==> config.mk <==
export PLATFORM = sky130hd
export DESIGN_NAME = vending_machine_param
export DESIGN_NICKNAME = d
export VERILOG_FILES = /design/src/rtl/vending_machine_param.sv
export SDC_FILE = /design/constraint.sdc
export NUM_CORES = 1
export LEC_CHECK = 0
export CAP_MARGIN = 10
export CORE_AREA = 8 8 62 64
export CTS_CLUSTER_SIZE = 24
export DETAILED_ROUTE_END_ITERATION = 12
export DIE_AREA = 0 0 70 72
export PLACE_DENSITY = 0.94
export SLEW_MARGIN = 30
export SYNTH_ARGS = -nofsm -noshare
export SYNTH_HDL_FRONTEND = slang
export SYNTH_SLANG_ARGS = --single-unit
==> constraint.sdc <==
create_clock -name clk -period 8.6 [get_ports clk]
set_clock_uncertainty 0.05 [all_clocks]
set_input_delay 1.29 -clock clk [delete_from_list [all_inputs] [get_ports clk]]
set_output_delay 1.29 -clock clk [all_outputs]
set_load 0.03 [all_outputs]
==> src/rtl/vending_machine_param.sv <==
// Coin-operated vending controller: accumulates credit, vends at PRICE, returns change serially.
// Optional sales counter output enabled by defining VM_SALES_CNT_EN.
module vending_machine_param #(
  parameter int PRICE      = 75,
  parameter int MAX_CREDIT = 200,
  parameter int CREDIT_W   = 8
) (
  input  logic                clk,
  input  logic                rst,
  input  logic                n_in,
  input  logic                dm_in,
  input  logic                q_in,
  input  logic                d_in,
  input  logic                cancel,
  output logic                dispense,
  output logic                chg_q,
  output logic                chg_d,
  output logic                chg_n,
  output logic                coin_rej,
  output logic                busy,
  output logic [CREDIT_W-1:0] credit
`ifdef VM_SALES_CNT_EN
  ,
  output logic [15:0]         sales_cnt
`endif
);

  // state   | meaning
  // IDLE    | no credit, waiting for first coin
  // COLLECT | 0 < credit < PRICE
  // VEND    | dispense pulse, price deducted at the edge
  // CHANGE  | one change coin per cycle until credit is 0
  typedef enum logic [1:0] {IDLE, COLLECT, VEND, CHANGE} state_t;

  // Arithmetic width is at least CREDIT_W+1 and wide enough to hold a dollar.
  localparam int SUM_W = (CREDIT_W + 1 > 8) ? CREDIT_W + 1 : 8;
  localparam logic [SUM_W-1:0] PRICE_S = SUM_W'(PRICE);
  localparam logic [SUM_W-1:0] MAX_S   = SUM_W'(MAX_CREDIT);
  localparam logic [SUM_W-1:0] V_N     = SUM_W'(5);
  localparam logic [SUM_W-1:0] V_DM    = SUM_W'(10);
  localparam logic [SUM_W-1:0] V_Q     = SUM_W'(25);
  localparam logic [SUM_W-1:0] V_D     = SUM_W'(100);

  if ((PRICE % 5) != 0 || PRICE < 5 || PRICE > MAX_CREDIT ||
      (MAX_CREDIT % 5) != 0 || MAX_CREDIT >= (2 ** CREDIT_W)) begin : g_param_check
    $fatal(1, "vending_machine_param: illegal PRICE/MAX_CREDIT/CREDIT_W combination");
  end

  state_t                state_q, state_d;
  logic [CREDIT_W-1:0]   credit_q, credit_d;
  logic                  coin_rej_q, coin_rej_d;

  logic [2:0]            n_coins;
  logic                  any_coin, one_coin;
  logic [SUM_W-1:0]      coin_val, credit_s, sum, chg_amt, remain;

  assign n_coins  = {2'b00, n_in} + {2'b00, dm_in} + {2'b00, q_in} + {2'b00, d_in};
  assign any_coin = (n_coins != 3'd0);
  assign one_coin = (n_coins == 3'd1);
  assign credit_s = SUM_W'(credit_q);
  assign sum      = credit_s + coin_val;

  always_comb begin
    coin_val = '0;
    if (n_in)       coin_val = V_N;
    else if (dm_in) coin_val = V_DM;
    else if (q_in)  coin_val = V_Q;
    else if (d_in)  coin_val = V_D;
  end

  always_comb begin
    chg_amt = V_N;
    if (credit_s >= V_Q)       chg_amt = V_Q;
    else if (credit_s >= V_DM) chg_amt = V_DM;
  end

  always_comb begin
    state_d    = state_q;
    credit_d   = credit_q;
    coin_rej_d = 1'b0;
    remain     = '0;
    case (state_q)
      IDLE, COLLECT: begin
        if (state_q == COLLECT && cancel) begin
          state_d    = CHANGE;
          coin_rej_d = any_coin;
        end else if (any_coin && !one_coin) begin
          coin_rej_d = 1'b1;
        end else if (one_coin) begin
          if (sum > MAX_S) begin
            coin_rej_d = 1'b1;
          end else begin
            credit_d = sum[CREDIT_W-1:0];
            state_d  = (sum >= PRICE_S) ? VEND : COLLECT;
          end
        end
      end
      VEND: begin
        coin_rej_d = any_coin;
        remain     = credit_s - PRICE_S;
        credit_d   = remain[CREDIT_W-1:0];
        state_d    = (remain != '0) ? CHANGE : IDLE;
      end
      CHANGE: begin
        coin_rej_d = any_coin;
        if (credit_s <= chg_amt) begin
          credit_d = '0;
          state_d  = IDLE;
        end else begin
          remain   = credit_s - chg_amt;
          credit_d = remain[CREDIT_W-1:0];
        end
      end
      default: begin
        state_d  = IDLE;
        credit_d = '0;
      end
    endcase
  end

  always_ff @(posedge clk or negedge rst) begin
    if (!rst) begin
      state_q    <= IDLE;
      credit_q   <= '0;
      coin_rej_q <= 1'b0;
    end else begin
      state_q    <= state_d;
      credit_q   <= credit_d;
      coin_rej_q <= coin_rej_d;
    end
  end

  assign dispense = (state_q == VEND);
  assign busy     = (state_q == VEND) || (state_q == CHANGE);
  assign chg_q    = (state_q == CHANGE) && (credit_s >= V_Q);
  assign chg_d    = (state_q == CHANGE) && (credit_s < V_Q) && (credit_s >= V_DM);
  assign chg_n    = (state_q == CHANGE) && (credit_s < V_DM);
  assign coin_rej = coin_rej_q;
  assign credit   = credit_q;

`ifdef VM_SALES_CNT_EN
  logic [15:0] sales_q;

  always_ff @(posedge clk or negedge rst) begin
    if (!rst)                                     sales_q <= '0;
    else if (state_q == VEND && sales_q != 16'hFFFF) sales_q <= sales_q + 16'd1;
  end

  assign sales_cnt = sales_q;
`endif

endmodule

After elaboration in Yosys (flattened, before gate mapping)
Index checks and enable logic that the tools add are counted.
{"block": "totals", "ff_bits": 11, "input_bits": 7, "out_inout_bits": 14, "word_cells": 68}
{"block": "op_classes", "addsub": 6, "n_lt_le_gt_ge": 7, "n_eq_ne": 12, "n_mux": 25, "n_reduce_logical": 15}
{"op": "8-bit two-way mux", "count": 5}
{"op": "8-bit case mux with 3 select lines", "count": 1}
{"op": "7-bit two-way mux", "count": 3}
{"op": "2-bit two-way mux", "count": 7}
{"op": "2-bit inequality test, second input constant", "count": 5}
{"op": "8-bit by 9-bit adder with 9-bit output", "count": 1}
{"op": "9-bit by 7-bit >= comparator with 1-bit output, second input constant", "count": 1}
{"op": "9-bit by 8-bit > comparator with 1-bit output, second input constant", "count": 1}
{"op": "8-bit by 9-bit less-or-equal comparator with 1-bit output", "count": 1}
{"op": "9-bit two-way mux", "count": 1}
{"op": "3-bit inequality test, second input constant", "count": 3}
{"op": "9-bit nonzero test", "count": 1}
{"op": "8-bit by 7-bit subtractor with 9-bit output, second input constant", "count": 1}
{"op": "8-bit by 4-bit >= comparator with 1-bit output, second input constant", "count": 1}
{"op": "8-bit by 5-bit >= comparator with 1-bit output, second input constant", "count": 1}
{"op": "8-bit by 4-bit less-than comparator with 1-bit output, second input constant", "count": 1}
{"op": "8-bit by 5-bit less-than comparator with 1-bit output, second input constant", "count": 1}
{"op": "4-bit AND reduction", "count": 2}
{"op": "8-bit subtractor", "count": 1}
{"op": "1-bit logical AND", "count": 6}
{"op": "2-bit case mux with 3 select lines", "count": 1}
{"op": "5-bit two-way mux", "count": 1}
{"op": "2-bit == test, second input constant", "count": 2}
{"op": "1-bit two-way mux", "count": 4}
{"op": "12 further kinds", "count": 13}

Logic depth before layout (Yosys ltp)
Gate-level depths: netlist of the first run.
{"block": "depth", "word_depth": 12, "ltp_mapped": 16, "mapped_depth_nobuf": 16}

Least setup slack after synthesis of the first run
OpenSTA, ideal clock, no wires.
{"block": "synth_path", "path_type": "input to register", "from": "input dm_in", "to": "register credit_q[0], in the netlist credit[0]", "setup_time_ns": 0.119, "t_arrival_ns": 3.689, "slack_ns": 4.742, "stages": 14, "cell_sequence": "inv_1 > nand2_1 > nand2_1 > ha_1 > inv_1 > fa_1 > and2b_1 > o21ai_0 > a21o_1 > nor4b_1 > o21ai_1 > a21oi_4 > mux2_1 > o21a_1"}
{"block": "synth_between", "elab_chain_cells": 8, "elab_cells_between_ends": 20}
{"element": "start: declaration", "line": "11", "text": "input logic dm_in,"}
{"element": "parallel branches: the longest is 8 deep, another holds 8-bit by 9-bit adder with 9-bit output"}
{"element": "end signal: assignment", "line": "128", "text": "credit_q <= credit_d;"}
{"element": "end: declaration", "line": "50", "text": "logic [CREDIT_W-1:0] credit_q, credit_d;"}
Parallel ways; which one is timed is not known. The select of a mux whose other input is x is not followed.
A chain may end at the register's enable or synchronous reset.

Worst setup path after layout of the first run
{"block": "layout_path", "from": "input n_in", "to": "register credit_q[4], in the netlist credit[4]"}
{"block": "layout_between", "elab_chain_cells": 8, "elab_cells_between_ends": 19}
{"element": "start: declaration", "line": "10", "text": "input logic n_in,"}
{"element": "parallel branches: the longest is 8 deep, another holds 8-bit by 9-bit adder with 9-bit output"}
Parallel ways; which one is timed is not known. The select of a mux whose other input is x is not followed.

==> results_dict.tcl, run 1 <==
set metrics [dict create \
    floorplan.initialDensity 0.582 \
    synthDominantCellAreaShare 0.163 \
    clkLatencyLatePin_ns 0.28 \
    timing.max_slew.rel_slack 0.518 \
    postCtsHoldBufs 0 \
    timing.fmax_mhz 230 \
    numCtsBuffers 3 \
    htreeDepth 1 \
    crit_path_start "n_in" \
    synth-seq-cells 11 \
    synth_area_leaders "sky130_fd_sc_hd__dfrtp_1, sky130_fd_sc_hd__ha_1, sky130_fd_sc_hd__inv_1" \
    max_cap_check_violation_count 0 \
    grt_max_degree 25 \
    diodes 0 \
    critical_path.reg2reg.startpoint "credit[1]" \
    drt-vias-per-instance 6.28 \
    cts.root.buffer_cell "sky130_fd_sc_hd__clkbuf_4" \
    cts_repair_resize_count 0 \
    most_repeated_cell_in_the_gate_level_netlist_after_synthesis "sky130_fd_sc_hd__inv_1" \
    cts_post_setup_buffers_inserted 0 \
    fin_tns_setup_ns 0 \
    route.layer.met1.wl_mm 1.76 \
    ys_top_cells_by_count "sky130_fd_sc_hd__inv_1, sky130_fd_sc_hd__nand2_1, sky130_fd_sc_hd__ha_1, sky130_fd_sc_hd__nor2_1, sky130_fd_sc_hd__o21ai_0" \
    timing.final.crit_period_ns 4.34 \
    num-fill-cells 238 \
    arrival_ns 4.46 \
    synth.yosys.warnings 0 \
    hold_viol_final 0 \
    syn_nets 248 \
    drtAntennaViolNets 0 \
    post_drt_wl_per_cell_um 15.7 \
    final-max-slew-violation-count 0 \
    detail_route.iter0.violations 127 \
    routed.top_layer "met4" \
    path_max_fanout 8 \
    clock_tree.buffer_depth 2 \
    post_synth_top_area_cell "sky130_fd_sc_hd__dfrtp_1" \
    synth_cell_type_count 51 \
    synthesis.instances 219 \
    design.final.nets 265 \
    ys_dominant_reg_cell "sky130_fd_sc_hd__dfrtp_1" \
    clk_pin_slew_worst_paths_ns 0.07 \
    syn_to_layout_area_delta_pct 14.1 \
    min_path_type "reg2reg" \
    io-pin-count 21 \
    post_synth_instance_area_mm2 0.00169 \
    grt_pass1_wl_mm 7.32 \
    cts.sinks 11 \
    num_rows 20 \
    least_margin_pin_slew_ns 0.723 \
    drive_above_1_share 0.0638 \
    coreArea_mm2 0.00290 \
    finalSetupViolations 0 \
    die_h_um 72 \
    io_buffer_count 20 \
    post-dp-hpwl_mm 3.35 \
    worst_setup_path_end_kind "flop" \
    grt_antenna_before_repair 0 \
    cp.required_ns 8.72 \
    via_count_of_the_first_global_routing_pass 1668 \
    fin_crit_sh 0.505 \
    die-width_um 70 \
    worstSetupStartpointType "input port" \
    global_route.usage.total 0.169 \
    finalWirelength_mm 4.22 \
    path_class "in2reg" \
    global_route.overflow_total 0 \
    async_set_reset_flop_share_out_of_synthesis 1.00 \
    synth_edf_count 0 \
    drt_pre_antenna_iters 4 \
    routed-via-count 1684 \
    wl_met3_um 209 \
    cts_tree "done" \
    drc 0 \
    design.die.area_mm2 0.00504 \
    status "complete, no violations" \
    setup_repair_after_global_routing_missed_its_margin "no" \
    ys_seq_area_frac 0.163 \
    met2RoutedLength_mm 2.13 \
    beginning_of_the_worst_hold_path "credit[6]" \
    finalWeightedCongestion 0.867 \
    syn_area_per_cell_um2 7.72 \
]
## through the flow
stage	util	setup slack [ns]	hold slack (ns)	area, µm²	std cells
2_1_floorplan	-	4.74	0.541	1690	219
3_3_place_gp	0.655	4.13	0.667	1900	264
3_5_place_dp	0.655	3.98	0.692	1900	264
4_1_cts	0.664	4.27	0.702	1930	268
5_1_grt	0.664	3.97	0.761	1930	268
6_report	0.664	4.26	0.713	1930	268
## final timing paths
| kind | end | slack (ns) | depth (start not counted) |
|---|---|---|---|
| setup / recovery | credit[4] | 4.26 | 14 |
| hold / removal | credit[6] | 0.71 | 2 |
| setup reg to reg | credit[3] | 4.70 | 14 |
| hold reg to reg | credit[6] | 0.71 | 2 |
| max in group asynchronous | credit[7] | 6.86 | 1 |
| min in group asynchronous | credit[2] | 1.30 | 1 |
## placed cells by master, fill, tap and decap left out, types with 5 or more instances in the layout
master and instances:
sky130_fd_sc_hd__nor3_1 9, sky130_fd_sc_hd__nor2_1 18, sky130_fd_sc_hd__xnor2_1 7, sky130_fd_sc_hd__o21ai_0 14
sky130_fd_sc_hd__nand2_1 20, sky130_fd_sc_hd__nand2b_1 5, sky130_fd_sc_hd__a21oi_1 12, sky130_fd_sc_hd__ha_1 19
sky130_fd_sc_hd__inv_1 21, sky130_fd_sc_hd__dfrtp_1 11, sky130_fd_sc_hd__clkdlybuf4s50_1 20, sky130_fd_sc_hd__o21a_1 7
## flip-flops by register name (all words and copies together) (netlist names)
name and count:
credit 8, state_q 2, coin_rej 1
## kinds of logic (layout without fill, tap and decap cells)
| logic type | count (synthesis) | in the layout | synth area share |
|---|---|---|---|
| fa+ha+maj | 22 | 22 | 0.176 |
| compound gates | 62 | 62 | 0.253 |
| simple gates | 76 | 76 | 0.230 |
| mux | 9 | 9 | 0.0570 |
| flops | 11 | 11 | 0.163 |
| buf+inv | 29 | 45 | 0.0644 |
| xor+xnor | 10 | 10 | 0.0563 |
## routing by layer
| metal | track usage | vias up |
|---|---|---|
| met5 | 0 | - |
| met4 | 0.103 | 0 |
| met3 | 0.0246 | 9 |
| met2 | 0.289 | 60 |
| met1 | 0.194 | 803 |
| li1 | - | 812 |
## worst max-delay path: stages
cell and delay (ns):
sky130_fd_sc_hd__clkdlybuf4s50_1 0.53, sky130_fd_sc_hd__inv_1 0.12, sky130_fd_sc_hd__nand2_1 0.08, sky130_fd_sc_hd__ha_1 0.17
sky130_fd_sc_hd__inv_1 0.07, sky130_fd_sc_hd__fa_1 0.38, sky130_fd_sc_hd__and2b_1 0.26, sky130_fd_sc_hd__o21ai_0 0.10
sky130_fd_sc_hd__a21o_1 0.17, sky130_fd_sc_hd__nor4b_1 0.28, sky130_fd_sc_hd__o21ai_1 0.15, sky130_fd_sc_hd__a21oi_4 0.29
sky130_fd_sc_hd__mux2_1 0.37, sky130_fd_sc_hd__o21a_1 0.18
## area by class of cell
class / count / area (µm²) / area share
Clock buffer: 4 / 26.3 / 0.0136
Sequential cell: 11 / 275 / 0.143
Timing Repair Buffer: 20 / 200 / 0.104
Tap cell: 33 / 41.3 / 0.0214
Multi-Input combinational cell: 179 / 1310 / 0.677
Inverter: 21 / 78.8 / 0.0409
Power of run 1 is not shown: default switching activity piles up to over one toggle a cycle in this logic, so the estimate is an artifact.
==> inputs of run 2 (changes only) <==
--- a/config.mk
+++ b/config.mk
@@ -6,11 +6,11 @@
 export NUM_CORES = 1
 export LEC_CHECK = 0
 export CAP_MARGIN = 10
-export CORE_AREA = 8 8 62 64
+export CORE_AREA = 8 8 64 66
 export CTS_CLUSTER_SIZE = 24
 export DETAILED_ROUTE_END_ITERATION = 12
-export DIE_AREA = 0 0 70 72
-export PLACE_DENSITY = 0.94
+export DIE_AREA = 0 0 72 74
+export PLACE_DENSITY = 0.89
 export SLEW_MARGIN = 30
 export SYNTH_ARGS = -nofsm -noshare
 export SYNTH_HDL_FRONTEND = slang
==> constraint.sdc (replaced) <==
create_clock -name clk -period 4.2 [get_ports clk]
set_clock_uncertainty 0.05 [all_clocks]
set_input_delay 0.63 -clock clk [delete_from_list [all_inputs] [get_ports clk]]
set_output_delay 0.63 -clock clk [all_outputs]
set_load 0.03 [all_outputs]
==> run 2 against run 1 <==
Compared with the run above:
- final area rose by 2.8%
- hold slack lost 0.071 ns
- register-to-register slack got worse by 4.2 ns
- critical endpoint is now credit[3]
- largest cell class unchanged
==> results_dict.tcl, run 2 (synthesis gave the netlist of run 1 again) <==
set metrics [dict create \
    postCtsHoldBufs 0 \
    detail_route.iter0.violations 129 \
    grt_max_degree 24 \
    via_count_of_the_first_global_routing_pass 1608 \
    grt_antenna_before_repair 0 \
    path_max_fanout 11 \
    critical_path_cell_sequence "nand2b_1 -> or2_2 -> a31oi_1 -> nand2_1 -> ha_1 -> nor2b_1 -> o21ai_0 -> a21oi_1 -> nor3_1 -> o21ai_1 -> or4bb_1 -> nand2_1 -> o32a_1" \
    drive_above_1_share 0.0833 \
    post_drt_wl_per_cell_um 14.6 \
    drt_pre_antenna_iters 5 \
    regToRegEndpoint "credit[3]" \
    diodes 0 \
    powerDensity_mw_per_mm2 934 \
    design.die.area_mm2 0.00533 \
    status "complete, no violations" \
    arrival_ns 3.85 \
    critical-path-max-stage-delay_ns 0.53 \
    grt_pass1_wl_mm 7.16 \
    hold_viol_final 0 \
    worst_setup_path_end_kind "flop" \
    setup_repair_after_global_routing_missed_its_margin "no" \
    cts_tree "done" \
    routed-via-count 1646 \
    min_path_type "in2async" \
    global_route.usage.total 0.164 \
    power.ir.vdd_worst_uv 335 \
    htreeDepth 1 \
    timing.fmax_mhz 271 \
    max_cap_check_violation_count 0 \
    worst-r2r-setup-slack_ns 0.51 \
    cp.required_ns 4.36 \
    drtAntennaViolNets 0 \
    global_route.overflow_total 0 \
    drc 0 \
    timing.max_slew.rel_slack 0.654 \
    finalWirelength_mm 4.17 \
    numCtsBuffers 3 \
    floorplan.initialDensity 0.532 \
    io_buffer_count 20 \
    critical_path.reg2reg.startpoint "credit[2]" \
    crit_slowest_cell "sky130_fd_sc_hd__dfrtp_1" \
    power_leakage_uw 0.000886 \
    cts_repair_resize_count 0 \
    critPathBufInv 0 \
    die-width_um 72 \
    fin_crit_sh 0.877 \
    number_of_cells_on_the_worst_reg_to_reg_path 13 \
    fin_tns_setup_ns 0 \
    timing.final.crit_period_ns 3.69 \
    critical_path.top_delay_family "simple AND/OR/NAND/NOR gates" \
    post-route-cell-area_mm2 0.00198 \
    cts.root.buffer_cell "sky130_fd_sc_hd__clkbuf_4" \
    clk_pin_slew_worst_paths_ns 0.07 \
    clock_tree.buffer_depth 2 \
    path_class "reg2reg" \
    postPlaceCellArea_mm2 0.00196 \
    least_margin_pin_slew_ns 0.519 \
    cpMostUsedCell "sky130_fd_sc_hd__nand2_1" \
    finalWeightedCongestion 0.909 \
    syn_to_layout_area_delta_pct 17.2 \
    most-common-layout-cells "sky130_fd_sc_hd__inv_1, sky130_fd_sc_hd__nand2_1, sky130_fd_sc_hd__clkdlybuf4s50_1" \
    cts.sinks 11 \
    finalSetupViolations 0 \
    io-pin-count 21 \
    drt-vias-per-instance 5.76 \
    die_h_um 74 \
    largest_register_ffs 8 \
    worstSetupStartpointType "flop" \
    cts_post_setup_buffers_inserted 0 \
    clkLatencyLatePin_ns 0.27 \
    post-dp-hpwl_mm 3.30 \
    coreArea_mm2 0.00318 \
    final-max-slew-violation-count 0 \
    most_frequent_standard_cell_in_the_layout_excluding_fill_and_tap_cells "sky130_fd_sc_hd__inv_1" \
    num_rows 21 \
    design.final.nets 270 \
]
run 2: cell count changes in the layout (fill, tap and decap cells not counted), sizes merged:
| cell | change |
|---|---|
| buf | +5 |
run 2: how the worst max path moves through the flow:
stage	start	to	slack, ns	cells after the start
after detailed placement	n_in	credit[0]	0.26	14
after global routing	dm_in	credit[4]	0.31	15
final	credit[2]	credit[3]	0.51	13
after floorplan	credit[1]	credit[6]	0.66	15
after CTS	n_in	credit[0]	0.54	14
after global placement	n_in	credit[0]	0.39	14
run 2: area by class of cell:
class,instances,area [µm²]
Timing Repair Buffer,25,238
Tap cell,46,57.6
Clock buffer,4,26.3
Multi-Input combinational cell,179,1310
Fill cell,290,1200
Inverter,21,78.8
Sequential cell,11,275
run 2: per-layer routing:
layer	vias to the layer above	wire length (µm)	global-route usage
met5	-	0	0
met1	770	1850	0.200
met4	0	72	0.0771
met3	7	179	0.0135
met2	47	2060	0.287
li1	822	-	-
run 2: per-stage QoR:
stage          hold slack, ns  total power (µW)  utilization  instances  worst slack (ns)
6_report                0.642              1850        0.623        286             0.515
5_1_grt                 0.666              2020        0.623        286             0.308
4_1_cts                 0.652              1840        0.623        286             0.536
3_5_place_dp            0.663              1750        0.615        282             0.257
3_3_place_gp            0.659              1720        0.615        282             0.387
2_1_floorplan           0.284              1370            -        219             0.661
run 2: report_power, final:
part           internal, µW  total [µW]  switching [µW]
sequential              162         283             121
combinational           669        1500             827
clock                  36.9        73.3            36.5
total                   867        1850             984
No activity file was read; power rests on OpenSTA's default activity.
==> inputs of run 3 (changes only) <==
--- a/config.mk
+++ b/config.mk
@@ -7,6 +7,7 @@
 export LEC_CHECK = 0
 export CAP_MARGIN = 10
 export CORE_AREA = 8 8 64 66
+export CTS_CLUSTER_DIAMETER = 100
 export CTS_CLUSTER_SIZE = 24
 export DETAILED_ROUTE_END_ITERATION = 12
 export DIE_AREA = 0 0 72 74
==> results of run 3 <==
Final layout, timing and power as in run 2 (identical DEF).
